--- config.mk ---
export PLATFORM = sky130hd
export DESIGN_NAME = receive_ram_writer_flat
export DESIGN_NICKNAME = d
export VERILOG_FILES = /design/src/rtl/uart_pkg.sv /design/src/rtl/receive_ram_writer_if.sv /design/src/rtl/uart_rx_core.sv /design/src/rtl/receive_ram_writer.sv /design/src/flat_wrapper.sv
export SDC_FILE = /design/constraint.sdc
export NUM_CORES = 1
export LEC_CHECK = 0
export BUFFER_PORTS_ARGS = -buffer_cell sky130_fd_sc_hd__buf_2
export CORE_MARGIN = 3
export CORE_UTILIZATION = 30
export DETAILED_ROUTE_END_ITERATION = 10
export GPL_TIMING_DRIVEN = 0
export PLACE_DENSITY = 0.5
export SETUP_SLACK_MARGIN = 0.3
export SLEW_MARGIN = 40
export SYNTH_ARGS = -nofsm -noshare
export SYNTH_HDL_FRONTEND = slang
export SYNTH_SLANG_ARGS = --single-unit
--- constraint.sdc ---
create_clock -name clock -period 2.05 [get_ports clock]
set_input_delay 0.1025 -clock clock [delete_from_list [all_inputs] [get_ports clock]]
set_output_delay 0.1025 -clock clock [all_outputs]
set_load 0.02 [all_outputs]
--- src/rtl/uart_pkg.sv ---
// Shared UART constants and types.
// Used by the receive-side RAM writer and by the transmit-side controller.
// Contents:
//   rx_state_t        receiver FSM state encoding
//   OVERSAMPLE        strobes per bit (16x baud)
//   MID_SAMPLE        tick index of the mid-bit sample in the start bit
//   LAST_TICK         final tick of a bit period
//   CR                carriage return, the default end-of-message character
//   DEFAULT_ADDR_BITS default message RAM address width
//   DEFAULT_DEPTH     default message RAM depth
package uart_pkg;

    typedef enum logic [2:0] {
        ST_IDLE,
        ST_START,
        ST_DATA,
        ST_STOP,
        ST_BREAK
    } rx_state_t;

    localparam int         OVERSAMPLE        = 16;
    localparam logic [3:0] MID_SAMPLE        = 4'd7;
    localparam logic [3:0] LAST_TICK         = 4'(OVERSAMPLE - 1);
    localparam logic [7:0] CR                = 8'h0D;
    localparam int         DEFAULT_ADDR_BITS = 5;
    localparam int         DEFAULT_DEPTH     = 21;

endpackage

--- src/rtl/receive_ram_writer_if.sv ---
// Controller-facing bus of the receive RAM writer: capture restart,
// registered read port and message status.
// Signals:
//   clear          restart message capture (one-cycle pulse)
//   rd_address     read address
//   rd_data        registered read data
//   message_ready  message complete (terminator seen or RAM full)
//   message_length number of stored characters
//   framing_error  sticky, a stop bit was sampled low
//   overflow       sticky, a character arrived while message_ready was set
// Modports: slave = the writer, master = the controller.
interface receive_ram_writer_if #(
    parameter int ADDR_BITS  = 5,
    parameter int DATA_WIDTH = 7
);
    logic                  clear;
    logic [ADDR_BITS-1:0]  rd_address;
    logic [DATA_WIDTH-1:0] rd_data;
    logic                  message_ready;
    logic [ADDR_BITS-1:0]  message_length;
    logic                  framing_error;
    logic                  overflow;

    modport slave (
        input  clear, rd_address,
        output rd_data, message_ready, message_length, framing_error, overflow
    );

    modport master (
        output clear, rd_address,
        input  rd_data, message_ready, message_length, framing_error, overflow
    );
endinterface

--- src/rtl/uart_rx_core.sv ---
// 8N1 serial receiver with 16x oversampling.
// Ports:
//   clock, reset        system clock, asynchronous active-low reset
//   en_16_x_baud        one-cycle strobe at 16x baud
//   rx                  asynchronous serial input, idle high
//   byte_valid          one-cycle pulse, byte_data holds a good character
//   byte_data[7:0]      received character, LSB first on the line
//   framing_error_pulse one-cycle pulse, stop bit sampled low
module uart_rx_core
    import uart_pkg::*;
(
    input  logic       clock,
    input  logic       reset,
    input  logic       en_16_x_baud,
    input  logic       rx,
    output logic       byte_valid,
    output logic [7:0] byte_data,
    output logic       framing_error_pulse
);

    logic [1:0] sync_q;
    logic       rxs;
    rx_state_t  state_q;
    logic [3:0] tick_q;
    logic [2:0] bit_q;
    logic [7:0] shift_q;
    logic       byte_valid_q;
    logic       ferr_pulse_q;

    assign rxs = sync_q[1];

    always_ff @(posedge clock or negedge reset) begin
        if (!reset) begin
            // Synchronizer starts at line-idle so reset release is not a start bit.
            sync_q       <= 2'b11;
            state_q      <= ST_IDLE;
            tick_q       <= '0;
            bit_q        <= '0;
            shift_q      <= '0;
            byte_valid_q <= 1'b0;
            ferr_pulse_q <= 1'b0;
        end else begin
            sync_q       <= {sync_q[0], rx};
            byte_valid_q <= 1'b0;
            ferr_pulse_q <= 1'b0;
            case (state_q)
                ST_IDLE: begin
                    if (!rxs) begin
                        tick_q  <= '0;
                        state_q <= ST_START;
                    end
                end
                ST_START: begin
                    if (en_16_x_baud) begin
                        if (tick_q == MID_SAMPLE) begin
                            if (rxs) begin
                                state_q <= ST_IDLE;     // glitch, not a start bit
                            end else begin
                                state_q <= ST_DATA;
                                tick_q  <= '0;
                                bit_q   <= '0;
                            end
                        end else begin
                            tick_q <= tick_q + 1'b1;
                        end
                    end
                end
                ST_DATA: begin
                    // Tick counter wraps every bit, so sampling stays mid-bit.
                    if (en_16_x_baud) begin
                        tick_q <= tick_q + 1'b1;
                        if (tick_q == LAST_TICK) begin
                            shift_q <= {rxs, shift_q[7:1]};
                            bit_q   <= bit_q + 1'b1;
                            if (bit_q == 3'd7) begin
                                state_q <= ST_STOP;
                            end
                        end
                    end
                end
                ST_STOP: begin
                    if (en_16_x_baud) begin
                        tick_q <= tick_q + 1'b1;
                        if (tick_q == LAST_TICK) begin
                            if (rxs) begin
                                byte_valid_q <= 1'b1;
                                state_q      <= ST_IDLE;
                            end else begin
                                ferr_pulse_q <= 1'b1;
                                state_q      <= ST_BREAK;
                            end
                        end
                    end
                end
                ST_BREAK: begin
                    if (rxs) begin
                        state_q <= ST_IDLE;
                    end
                end
                default: state_q <= ST_IDLE;
            endcase
        end
    end

    assign byte_valid          = byte_valid_q;
    assign byte_data           = shift_q;
    assign framing_error_pulse = ferr_pulse_q;

endmodule

--- src/rtl/receive_ram_writer.sv ---
// Serial-to-RAM message capture. Received characters are stored as 7-bit
// ASCII at incrementing addresses until the terminator arrives or the RAM
// fills; the message is read back through a registered read port.
// Ports:
//   clock, reset  system clock, asynchronous active-low reset
//   en_16_x_baud  one-cycle strobe at 16x baud
//   rx            asynchronous serial input, idle high
//   bus           controller bus (clear, read port, status flags)
module receive_ram_writer
    import uart_pkg::*;
#(
    parameter int         DATA_WIDTH = 7,
    parameter int         ADDR_BITS  = DEFAULT_ADDR_BITS,
    parameter int         DEPTH      = DEFAULT_DEPTH,
    parameter logic [7:0] TERMINATOR = CR
) (
    input  logic                 clock,
    input  logic                 reset,
    input  logic                 en_16_x_baud,
    input  logic                 rx,
    receive_ram_writer_if.slave  bus
);

    logic       byte_valid;
    logic [7:0] byte_data;
    logic       framing_error_pulse;

    uart_rx_core u_core (
        .clock               (clock),
        .reset               (reset),
        .en_16_x_baud        (en_16_x_baud),
        .rx                  (rx),
        .byte_valid          (byte_valid),
        .byte_data           (byte_data),
        .framing_error_pulse (framing_error_pulse)
    );

    logic [DATA_WIDTH-1:0] mem [DEPTH];
    logic [ADDR_BITS-1:0]  wr_ptr_q, wr_ptr_d;
    logic                  ready_q, ready_d;
    logic                  ovf_q, ovf_d;
    logic                  ferr_q, ferr_d;
    logic                  wr_en;
    logic [DATA_WIDTH-1:0] rd_data_q;
    logic                  rd_in_range;

    always_comb begin
        wr_ptr_d = wr_ptr_q;
        ready_d  = ready_q;
        ovf_d    = ovf_q;
        ferr_d   = ferr_q;
        wr_en    = 1'b0;
        if (bus.clear) begin
            // Clear takes priority; a byte landing in the same cycle is lost.
            wr_ptr_d = '0;
            ready_d  = 1'b0;
            ovf_d    = 1'b0;
            ferr_d   = 1'b0;
        end else begin
            if (framing_error_pulse) begin
                ferr_d = 1'b1;
            end
            if (byte_valid) begin
                if (ready_q) begin
                    ovf_d = 1'b1;
                end else if (byte_data == TERMINATOR) begin
                    ready_d = 1'b1;
                end else begin
                    wr_en    = 1'b1;
                    wr_ptr_d = wr_ptr_q + 1'b1;
                    if (wr_ptr_d == ADDR_BITS'(DEPTH)) begin
                        ready_d = 1'b1;
                    end
                end
            end
        end
    end

    always_ff @(posedge clock or negedge reset) begin
        if (!reset) begin
            wr_ptr_q <= '0;
            ready_q  <= 1'b0;
            ovf_q    <= 1'b0;
            ferr_q   <= 1'b0;
        end else begin
            wr_ptr_q <= wr_ptr_d;
            ready_q  <= ready_d;
            ovf_q    <= ovf_d;
            ferr_q   <= ferr_d;
        end
    end

    // Storage is not reset so it maps onto block RAM. wr_ptr_q < DEPTH
    // whenever wr_en is set because a full RAM raises message_ready.
    always_ff @(posedge clock) begin
        if (wr_en) begin
            mem[wr_ptr_q] <= byte_data[DATA_WIDTH-1:0];
        end
    end

    // Extra bit keeps the bound correct when DEPTH == 2**ADDR_BITS.
    assign rd_in_range = ({1'b0, bus.rd_address} < (ADDR_BITS + 1)'(DEPTH));

    // Non-blocking read of the array gives old data on a same-address write.
    always_ff @(posedge clock or negedge reset) begin
        if (!reset) begin
            rd_data_q <= '0;
        end else if (rd_in_range) begin
            rd_data_q <= mem[bus.rd_address];
        end else begin
            rd_data_q <= '0;
        end
    end

    assign bus.rd_data        = rd_data_q;
    assign bus.message_ready  = ready_q;
    assign bus.message_length = wr_ptr_q;
    assign bus.framing_error  = ferr_q;
    assign bus.overflow       = ovf_q;

endmodule

--- src/flat_wrapper.sv ---
// flat-port wrapper written by rule: the top's interface ports become plain ports
module receive_ram_writer_flat import uart_pkg::*;
#(
    parameter int         DATA_WIDTH = 7,
    parameter int         ADDR_BITS  = DEFAULT_ADDR_BITS,
    parameter int         DEPTH      = DEFAULT_DEPTH,
    parameter logic [7:0] TERMINATOR = CR
)
  (clock, reset, en_16_x_baud, rx, bus_clear, bus_rd_address, bus_rd_data, bus_message_ready, bus_message_length, bus_framing_error, bus_overflow);
  receive_ram_writer_if #(.ADDR_BITS(ADDR_BITS), .DATA_WIDTH(DATA_WIDTH)) bus_i ();
  input  logic clock;
  input  logic reset;
  input  logic en_16_x_baud;
  input  logic rx;
  input wire logic [$bits(bus_i.clear)-1:0] bus_clear;
  input wire logic [$bits(bus_i.rd_address)-1:0] bus_rd_address;
  output wire logic [$bits(bus_i.rd_data)-1:0] bus_rd_data;
  output wire logic [$bits(bus_i.message_ready)-1:0] bus_message_ready;
  output wire logic [$bits(bus_i.message_length)-1:0] bus_message_length;
  output wire logic [$bits(bus_i.framing_error)-1:0] bus_framing_error;
  output wire logic [$bits(bus_i.overflow)-1:0] bus_overflow;
  assign bus_i.clear = bus_clear;
  assign bus_i.rd_address = bus_rd_address;
  assign bus_rd_data = bus_i.rd_data;
  assign bus_message_ready = bus_i.message_ready;
  assign bus_message_length = bus_i.message_length;
  assign bus_framing_error = bus_i.framing_error;
  assign bus_overflow = bus_i.overflow;
  receive_ram_writer #(.DATA_WIDTH(DATA_WIDTH), .ADDR_BITS(ADDR_BITS), .DEPTH(DEPTH), .TERMINATOR(TERMINATOR)) u_core (.clock(clock), .reset(reset), .en_16_x_baud(en_16_x_baud), .rx(rx), .bus(bus_i));
endmodule
# ---- Word-level counts from Yosys, hierarchy flattened
# Memory sizes are Yosys's and may differ from the RTL's.
# Cells that the tools add are included.
dict set report totals {
  ram_bits 147
  n_memories 1
  regBits 37
  out_inout_bits 15
  elab_cells 104
  inputBits 10
}
dict set report op_classes {
  n_addsub 3
  magnitude_cmp 1
  muxes 52
  n_reduce_logical 13
  eq_ne 22
}
# memory words width rd rd_ports_with_merged_regs write_ports line_no
set memory_table {}
lappend memory_table {u_core.mem 21 7 1 0 1 receive_ram_writer.sv:38} ;# logic [DATA_WIDTH-1:0] mem [DEPTH];
# op n
set ops {}
lappend ops {{2-to-1 mux 3 bit} 15}
lappend ops {{2-to-1 mux 1 bit} 24}
lappend ops {{inequality test 2 bit, second input constant} 12}
lappend ops {{2-to-1 mux 5 bit} 4}
lappend ops {{2-to-1 mux 4 bit} 4}
lappend ops {{case mux 3 bit (5 select lines)} 1}
lappend ops {{case mux 4 bit (3 select lines)} 1}
lappend ops {{AND reduction 3 bit} 3}
lappend ops {{AND reduction 9 bit} 1}
lappend ops {{== test 8 x 4 -> 1 bit, second input constant} 1}
lappend ops {{nonzero test 2 bit} 4}
lappend ops {{2-to-1 mux 7 bit} 1}
lappend ops {{== test 3 x 2 -> 1 bit, second input constant} 2}
lappend ops {{== test 3 bit, second input constant} 2}
lappend ops {{case mux 3 bit (2 select lines)} 1}
lappend ops {{AND reduction 6 bit} 1}
lappend ops {{adder 5 x 1 -> 5 bit, second input constant} 1}
lappend ops {{== test 5 bit, second input constant} 1}
lappend ops {{< comparator 5 bit, second input constant} 1}
lappend ops {{adder 4 x 1 -> 4 bit, second input constant} 1}
lappend ops {{== test 4 x 3 -> 1 bit, second input constant} 1}
lappend ops {{== test 4 bit, second input constant} 1}
lappend ops {{adder 3 x 1 -> 3 bit, second input constant} 1}
lappend ops {{== test 3 x 1 -> 1 bit, second input constant} 1}
lappend ops {{6 further kinds} 6}

# ---- Longest topological paths before layout
# Gate-level depths: netlist (run 1).
dict set report logic_depth {
  depth_word 7
  mapped_depth 6
  depth_no_buf 6
}

# ---- Hierarchy
# From an unflattened synthesis (run 1), not the netlist that was laid out.
dict set report unflattened {
  cells_unflattened 414
  hier_area_um2 7544.7
}
# mod n_inst cells_each area_per_inst_um2 seq_area_each_um2
set by_module_without_submodules {}
lappend by_module_without_submodules {receive_ram_writer 1 326 6461.2 4789.6}
lappend by_module_without_submodules {uart_rx_core 1 88 1083.5 553.0}

# ---- Worst setup path after synthesis (run 1)
# Ideal clock, no wire load.
dict set report synth_path {
  kind {register to register}
  startpoint {register u_core.u_core.shift_q[1] (netlist: u_core.u_core.byte_data[1])}
  endpoint {memory u_core.mem[12][0] (enable)}
  stages_incl_launch_ff 5
  path_slack_ns 0.030
  arrival_ns 1.660
  required_time_ns 1.690
  synth_period_minus_slack_ns 2.020
  setup_ns 0.360
  n_path_buf 0
  path_cell_list {dfrtp_1 -> and4b_1 -> a211oi_2 -> nand2_1 -> nor2_1}
}
dict set report synth_via {
  elab_chain_len 7
}
# element line_no
set synth_rtl {}
lappend synth_rtl {{from (decl)} uart_rx_core.sv:26} ;# logic [7:0] shift_q;
lappend synth_rtl {{from (signal assigned)} uart_rx_core.sv:73} ;# shift_q <= {rxs, shift_q[7:1]};
lappend synth_rtl {{== test 8 x 4 -> 1 bit} receive_ram_writer.sv:66} ;# end else if (byte_data == TERMINATOR) begin
lappend synth_rtl {{2-to-1 mux 1 bit} receive_ram_writer.sv:66}
lappend synth_rtl {{2-to-1 mux 1 bit} receive_ram_writer.sv:64} ;# if (ready_q) begin
lappend synth_rtl {{2-to-1 mux 1 bit} receive_ram_writer.sv:63} ;# if (byte_valid) begin
lappend synth_rtl {{2-to-1 mux 1 bit} receive_ram_writer.sv:53} ;# if (bus.clear) begin
lappend synth_rtl {{2-to-1 mux 1 bit} receive_ram_writer.sv:96} ;# if (wr_en) begin
lappend synth_rtl {{2-to-1 mux 1 bit (not written as such)} receive_ram_writer.sv:97} ;# mem[wr_ptr_q] <= byte_data[DATA_WIDTH-1:0];
lappend synth_rtl {{to (decl)} receive_ram_writer.sv:38}
# Every way passes these cells.

# ---- Final worst setup path (run 1)
dict set report layout_path {
  startpoint {register u_core.u_core.shift_q[2] (netlist: u_core.u_core.byte_data[2])}
  endpoint {memory u_core.mem[4][1] (enable)}
}
# The elaborated chain is that of the path after synthesis.

==> impl_metrics.yaml, run 1 <==
drt:
  drcViolationCount: 0
  wl_per_cell_um: 20.07
  drt-total-wl_um: 17300
  vias_per_cell: 4.803
  drt-pass1-iter-count: 6
  via_count: 4140
  drt_iter0_markers: 325
  ant_nets: 0
worst_setup_path:
  cp_top_family: "simple AND/OR/NAND/NOR gates"
  crit_chain: "and4b_2 -> a211oi_4 -> buf_12 -> nand2_8 -> nor2_4"
  start_kind: "flip-flop"
  path_max_fanout: 7
  worst-r2r-setup-slack_ps: 180
  worst-path-buf-inv: 1
  endpoint_kind: "flip-flop"
  cp.required_ps: 2160
  crit_arrival_ps: 1970
  cp_slowest_stage_delay_ps: 480
  critical_path_class: "reg -> reg"
  crit_slowest_cell: "dfrtp_4"
layout:
  num-nets-final: 542
  area_growth_pct: 22.11
  design_area_um2: 9204
  diodes: 0
  fillers: 2337
  regArea_um2: 5369
  fin_util_pct: 37.52
  drive_above_1_share_pct: 30.11
  multi_input_area_um2: 2257
  layout_common_cells: "edfxtp_1 (147), mux2i_1 (51), buf_2 (29), dfrtp_1 (28), nor2_4 (21)"
  final_common_cell: "edfxtp_1"
global_route:
  grt.total_usage_pct: 13.37
  first_global_vias: 4260
  gr-total-overflow: 0
  antenna_found_initial: 0
  grt_pass1_wl_um: 26330
  grt_max_degree: 38
floorplan:
  core-area_um2: 24530
  die-area_um2: 27060
  initial_utilization_pct: 30.72
  io_pins: 25
  core.rowCount: 57
  fp.dieH_um: 164.5
  fp.dieW_um: 164.5
synth:
  synth_seq_cells: 184
  syn_inst: 461
  yosys_warnings: 0
  synth_nets: 478
  syn_area_per_cell_um2: 16.35
  ys_types: 58
  synth_top_area_cell: "edfxtp_1"
  yosysTopAreaCellShare_pct: 58.57
  async_reset_ff_share_pct: 20.11
  synth_edf_count: 147
  synth-main-ff-cell: "edfxtp_1"
  synthTopCellsByArea: "edfxtp_1 (59%), dfrtp_1 (12%), mux2i_1 (6.8%)"
  synth-seq-area-share_pct: 70.88
  netlist_area_um2: 7537
power_and_ir_drop:
  peakVddDrop_mv: 0.4781
  p_per_area_nw_per_um2: 868.1
  p_total_mw: 7.990
  p_leak_nw: 3.523
sta:
  post-route-min-period_ps: 1869
  hold_viol_final: 0
  finalSetupViolCount: 0
  timing.fmax_mhz: 535.1
  worst_slew_margin_rel_pct: 64.01
  tightestPinTransition_ps: 539.9
  setup_tns_ps: 0
  fin_skew_ps: 13.67
  rsz0062_at_grt: "true"
  finalCritPeriodShare_pct: 91.16
  worst_hold_slack_ps: 109.5
  maxSlewViolCount: 0
cts:
  htreeDepth: 4
  cts.sinks: 184
  cts_tree: "yes"
  worstSkewPairLatency_ps: 430
  clk_path_buf_depth: 2
  cts_root_buf: "clkbuf_16"
  clk_pin_slew_ps: 70
  numCtsBuffers: 17
placement:
  place_congestion: 0.8123
  port_buffers: 22
  place_area_um2: 8259
  dp_hpwl_um: 10700
flow_run:
  cap_violations: 0
status:
  status: "finished clean"
worst_hold_path:
  hp-class: "in -> reg"
## report_power, final
| part | leakage (nW) | switching, mW | internal, mW |
|---|---|---|---|
| logic | 1.17 | 0.357 | 0.234 |
| registers | 2.06 | 0.0487 | 4.06 |
| clock network | 0.286 | 1.46 | 1.83 |
| total | 3.52 | 1.87 | 6.12 |
## flip-flops by register name (all words and copies together), names as in the netlist
register	cells
u_core.mem	147
u_core.u_core.framing_error_pulse	1
u_core.u_core.byte_data	8
u_core.bus.rd_data	7
u_core.u_core.state_q	3
u_core.u_core.tick_q	4
u_core.u_core.bit_q	3
u_core.u_core.byte_valid	1
u_core.bus.framing_error	1
u_core.bus.message_ready	1
u_core.bus.overflow	1
u_core.bus.message_length	5
u_core.u_core.sync_q	2
## cells by family (layout without fill, tap and decap cells)
family / after synthesis / after routing / share of synthesized area [%]
AOI/OAI and AO/OA: 59 / 59 / 6.192
xor gates and xnor gates: 3 / 3 / 0.3487
muxes: 74 / 74 / 12.30
buffers and inverters: 39 / 116 / 2.722
and+or+nand+nor: 95 / 95 / 6.391
adders and majority gates: 7 / 7 / 1.162
DFF: 184 / 184 / 70.88
## path summary, 6_finish.rpt
kind	start	end	cells after the start
setup / recovery	u_core.u_core.byte_data[2]	u_core.mem[4][1]	5
hold / removal	bus_clear	u_core.bus.message_length[0]	2
setup reg to reg	u_core.u_core.byte_data[2]	u_core.mem[4][1]	5
hold reg to reg	u_core.u_core.sync_q[0]	u_core.u_core.sync_q[1]	0
max in group asynchronous	reset	u_core.u_core.byte_data[1]	2
min in group asynchronous	reset	u_core.u_core.tick_q[0]	2
## per-stage QoR
step | cells | setup slack (ps)
2_1_floorplan | 461 | 154.9
3_3_place_gp | 807 | -286.2
3_5_place_dp | 807 | -395.9
4_1_cts | 862 | 127.1
5_1_grt | 862 | 124.6
6_report | 862 | 181.3
## timing repair
item,in CTS,in global routing
endpoints found under the setup margin,160,156
gates resized for setup,17,5
hold buffers,2,0
hold endpoints to repair,38,0
setup buffers,21,0
pin swaps,11,14
## synthesized netlist by cell type (all sizes together) (3+ instances only)
cell type and number:
mux2i 51, nand3b 4, o211ai 10, mux2 9, a22oi 14, dfrtp 35, buf 16, a211oi 3
inv 16, nor2b 3, nand2 17, edfxtp 147, clkbuf 7, a21oi 5, nor2 39, a222oi 8
o21ai 7, ha 7, mux4 14, nand3 10
## worst register-to-register path, stage by stage (launching register included)
cell and delay [ps]:
dfrtp_4 480, and4b_2 280, a211oi_4 240, buf_12 190, nand2_8 100, nor2_4 270
## routing by layer
layer	routed length, um	track usage, %	vias to the layer above
met5	0	0	-
met4	214	4.079	0
met3	727	3.185	18
met2	8467	21.61	82
met1	7890	17.96	2129
li1	-	-	1911
## layout make-up
| cell class | instances | area share [%] |
|---|---|---|
| Sequential cell | 184 | 58.33 |
| Buffer | 23 | 1.645 |
| Inverter | 16 | 0.6525 |
| Clock inverter | 14 | 1.781 |
| Tap cell | 324 | 4.405 |
| Multi-Input combinational cell | 238 | 24.52 |
| Clock buffer | 18 | 4.663 |
| Timing Repair Buffer | 45 | 3.997 |
No activity file was read; power rests on OpenSTA's default activity.
==> inputs of run 2 (changes only) <==
--- a/config.mk
+++ b/config.mk
@@ -8,6 +8,7 @@
 export BUFFER_PORTS_ARGS = -buffer_cell sky130_fd_sc_hd__buf_2
 export CORE_MARGIN = 3
 export CORE_UTILIZATION = 30
+export CTS_BUF_LIST = sky130_fd_sc_hd__clkbuf_8
 export DETAILED_ROUTE_END_ITERATION = 10
 export GPL_TIMING_DRIVEN = 0
 export PLACE_DENSITY = 0.5
==> impl_metrics.yaml, run 2 (synthesized netlist as in run 1, its figures left out) <==
status:
  status: "finished clean"
floorplan:
  core-area_um2: 24530
  fp.dieH_um: 164.5
  core.rowCount: 57
  die-area_um2: 27060
  initial_utilization_pct: 30.72
  fp.dieW_um: 164.5
  io_pins: 25
drt:
  ant_nets: 0
  drt-pass1-iter-count: 5
  drt-total-wl_um: 17210
  wl_per_cell_um: 19.98
  drcViolationCount: 0
  via_count: 4148
  vias_per_cell: 4.818
  drt_iter0_markers: 310
power_and_ir_drop:
  peakVddDrop_mv: 0.3565
  p_leak_nw: 3.434
  p_per_area_nw_per_um2: 794.0
sta:
  maxSlewViolCount: 0
  tightestPinTransition_ps: 519.4
  worst_slew_margin_rel_pct: 65.27
  finalSetupViolCount: 0
  finalCritPeriodShare_pct: 91.71
  rsz0062_at_grt: "true"
  hold_viol_final: 0
  timing.fmax_mhz: 531.9
  fin_skew_ps: 13.34
  post-route-min-period_ps: 1880
layout:
  num-nets-final: 541
  final_common_cell: "edfxtp_1"
  layout_common_cells: "edfxtp_1 (147), mux2i_1 (51), buf_2 (29), dfrtp_1 (28), nor2_4 (21)"
  fin_util_pct: 36.71
  largest-register: "u_core.mem"
  area_growth_pct: 19.51
  design_area_um2: 9007
  drive_above_1_share_pct: 29.80
  diodes: 0
  largest_reg_flops: 147
worst_setup_path:
  crit_arrival_ps: 2020
  critical_path_class: "reg -> reg"
  worstReg2RegStart: "u_core.u_core.byte_data[0]"
  r2r_cells: 5
  path_max_fanout: 7
  endpoint_kind: "flip-flop"
  start_kind: "flip-flop"
  crit_end: "u_core.mem[13][0]"
  worst-r2r-setup-slack_ps: 170
  worstSetupStartpoint: "u_core.u_core.byte_data[0]"
  cp.required_ps: 2190
  timing.rr.end: "u_core.mem[13][0]"
cts:
  clk_path_buf_depth: 2
  numCtsBuffers: 17
  cts_root_buf: "clkbuf_8"
  clk_pin_slew_ps: 100
  cts.sinks: 184
  worstSkewPairLatency_ps: 470
  cts_tree: "yes"
  htreeDepth: 4
flow_run:
  cap_violations: 0
placement:
  place_area_um2: 8259
  place_congestion: 0.8123
  dp_hpwl_um: 10700
  port_buffers: 22
worst_hold_path:
  hp-class: "in -> reg"
global_route:
  gr-total-overflow: 0
  antenna_found_initial: 0
  grt_pass1_wl_um: 26120
  first_global_vias: 4228
  grt_max_degree: 38
  grt.total_usage_pct: 13.37
==> run 2: changes by cell type in the layout (fill, tap and decap cells not counted), sizes merged <==
| cell | change |
|---|---|
| buf | -1 |
| inv | +1 |
| clkbuf | -1 |
==> run 2: layout make-up <==
| type | instances | area, um2 |
|---|---|---|
| buffer | 23 | 147.6 |
| clock buffer | 17 | 234.0 |
| clock inverter | 15 | 167.7 |
| fill | 2358 | 15530 |
| inverter | 16 | 60.06 |
| multi-input combinational | 238 | 2256 |
| sequential | 184 | 5369 |
| tap | 324 | 405.4 |
| timing repair buffer | 44 | 367.9 |
==> run 2: power by group <==
group          switching (mW)  internal [mW]
sequential             0.0495           4.05
clock                    1.35           1.11
combinational           0.352          0.234
total                    1.75           5.40
==> run 2: what timing repair did <==
action,in CTS,in global routing
setup endpoints to repair,160,155
pin swaps,5,8
gates cloned,0,0
endpoints found under the hold margin,38,0
buffers inserted,20,0
gates resized for setup,13,8
hold buffers,2,0
==> run 2: worst min path at each step <==
stage                       from                  endpoint  slack [ps]  cells past startpoint
finish              en_16_x_baud   u_core.u_core.tick_q[2]          60                      4
global route        en_16_x_baud   u_core.u_core.tick_q[1]          50                      4
floorplan                  reset  u_core.bus.framing_error        -190                      0
CTS                 en_16_x_baud   u_core.u_core.tick_q[2]          20                      4
global placement              rx   u_core.u_core.sync_q[0]         210                      1
detailed placement         reset   u_core.u_core.tick_q[1]         110                      1
==> run 2: worst max-delay path, cell delays in order, from the launching register on <==
cell and delay (ps):
dfrtp_4 500, and4b_1 250, a211oi_4 240, buf_12 190, nand2_8 100, nor2_4 270
==> run 2: stage by stage <==
stage                     setup TNS [ps]  hold WS (ps)  total power, mW  std cells  setup slack (ps)
after floorplan                        0        -193.1            4.583        461             154.9
after global placement            -33810         209.3            4.720        807            -286.2
after detailed placement          -47200         113.0            4.744        807            -395.9
after CTS                              0         18.32            7.190        861             119.4
after global routing                   0         51.68            7.435        861             107.2
final                                  0         63.68            7.152        861             169.9
==> run 2: per-layer routing <==
layer	share of wire (%)	vias up	track usage, %
met3	5.5	12	3.562
met4	0.99	0	3.393
met5	0	-	0
met2	48	102	21.40
met1	45	2128	18.18
li1	-	1906	-
==> inputs of run 3 (changes only) <==
--- a/config.mk
+++ b/config.mk
@@ -17,3 +17,4 @@
 export SYNTH_ARGS = -nofsm -noshare
 export SYNTH_HDL_FRONTEND = slang
 export SYNTH_SLANG_ARGS = --single-unit
+export TNS_END_PERCENT = 5
==> constraint.sdc (replaced) <==
create_clock -name clock -period 2.05 [get_ports clock]
set_input_delay 0.615 -clock clock [delete_from_list [all_inputs] [get_ports clock]]
set_output_delay 0.615 -clock clock [all_outputs]
set_load 0.02 [all_outputs]
==> impl_metrics.yaml, run 3 (synthesized netlist as in run 1, its figures left out) <==
worst_setup_path:
  worst-r2r-setup-slack_ps: 150
  start_kind: "flip-flop"
  critical_path_class: "reg -> reg"
  path_max_fanout: 7
  cp.required_ps: 2190
  endpoint_kind: "flip-flop"
  crit_arrival_ps: 2040
drt:
  via_count: 4079
  drt-pass1-iter-count: 5
  ant_nets: 0
  wl_per_cell_um: 19.67
  drt_iter0_markers: 305
  drcViolationCount: 0
  drt-total-wl_um: 16800
  vias_per_cell: 4.776
placement:
  place_area_um2: 8260
  dp_slack_ps: -341.9
  port_buffers: 22
  dp.cells: 807
  place_congestion: 0.8134
  dp_hpwl_um: 10540
sta:
  finalCritPeriodShare_pct: 92.84
  worst_hold_slack_ps: 110.2
  post-route-min-period_ps: 1903
  setup_slack_ps: 146.8
  timing.fmax_mhz: 525.4
  rsz0062_at_grt: "true"
  finalSetupViolCount: 0
  hold_viol_final: 0
  worst_slew_margin_rel_pct: 65.28
  maxSlewViolCount: 0
  fin_skew_ps: 16.83
  tightestPinTransition_ps: 519.3
power_and_ir_drop:
  p_total_mw: 7.120
  p_per_area_nw_per_um2: 799.2
  switching_share_pct: 24.26
  power.share.sequential_pct: 57.6
  intPower_mw: 5.393
  p_clk_share_pct: 34.5
  power_switching_mw: 1.727
  peakVddDrop_mv: 0.4362
  p_leak_nw: 3.403
  comb_power_share_pct: 7.9
global_route:
  grtUsageMet1_pct: 17.26
  top_usage_layer: "met2"
  grt.total_usage_pct: 12.97
  first_global_vias: 4185
  antenna_found_initial: 1
  gr-total-overflow: 0
  grt_max_degree: 38
  grt_use_met2_pct: 21.23
  grtUsageMet3_pct: 3.687
  grt_pass1_wl_um: 25540
floorplan:
  initial_utilization_pct: 30.72
  fp.dieW_um: 164.5
  fp.dieH_um: 164.5
  io_pins: 25
  core.rowCount: 57
  core-area_um2: 24530
  die-area_um2: 27060
layout:
  layout_common_cells: "edfxtp_1 (147), mux2i_1 (51), buf_2 (29), dfrtp_1 (28), nor2_4 (21)"
  largest_reg_flops: 147
  largest-register: "u_core.mem"
  area_growth_pct: 18.19
  diodes: 0
  drive_above_1_share_pct: 29.06
  num-nets-final: 534
  design_area_um2: 8909
  final_common_cell: "edfxtp_1"
  stdcell_count: 854
cts:
  cts_root_buf: "clkbuf_8"
  cts.sinks: 184
  clk_path_buf_depth: 2
  worstSkewPairLatency_ps: 460
  clk_pin_slew_ps: 100
  ctsHoldBuffers: 0
  numCtsBuffers: 17
  htreeDepth: 4
  cts_tree: "yes"
status:
  status: "finished clean"
flow_run:
  cap_violations: 0
worst_hold_path:
  hp-class: "in -> async"
[run 3: final cells by class]
class                      instances  area [um2]
inverter                          16       60.06
clock buffer                      17       234.0
tap                              324       405.4
multi-input combinational        238        2227
sequential                       184        5369
buffer                            23       148.9
clock inverter                    15       165.2
fill                            2358       15630
timing repair buffer              37       299.0
[run 3: worst paths after layout]
check / start / cells after the start / to
max: u_core.u_core.byte_data[2] / 5 / u_core.mem[4][3]
min: reset / 1 / u_core.u_core.bit_q[0]
max reg2reg: u_core.u_core.byte_data[2] / 5 / u_core.mem[4][3]
min reg2reg: u_core.u_core.sync_q[0] / 0 / u_core.u_core.sync_q[1]
max in group asynchronous: reset / 1 / u_core.u_core.byte_data[3]
min in group clock: rx / 1 / u_core.u_core.sync_q[0]
[run 3: metrics by stage]
stage               utilization, %  setup TNS, ps
floorplan                        -              0
finish                       36.31              0
CTS                          36.23              0
global placement             33.66         -35830
global route                 36.31              0
detailed placement           33.67         -41730
[run 3: power by group through the flow]
stage / logic, mW / registers [mW] / clock network (mW)
after CTS: 0.559 / 4.10 / 2.52
final: 0.559 / 4.10 / 2.46
after global placement: 0.541 / 4.18 / 0
after global routing: 0.622 / 4.11 / 2.67
after floorplan: 0.392 / 4.19 / 0
after detailed placement: 0.551 / 4.19 / 0
[run 3: critical path: stages, from the launching register on]
cell,delay [ps]
dfrtp_4,490
and4b_2,280
a211oi_4,240
buf_12,180
nand2_8,100
nor2_4,280
[run 3: routing by layer]
layer / share of wire (%) / up-vias
li1: - / 1902
met1: 45 / 2070
met2: 49 / 98
met3: 5.0 / 9
met4: 0.93 / 0
met5: 0 / -
[run 3: timing repair]
item                                    CTS  global route
setup buffers                            14             1
cloned                                    0             0
endpoints found under the setup margin  163           168
pin swaps                                 9             6
hold endpoints to repair                  0             0
resized for setup                        14             1
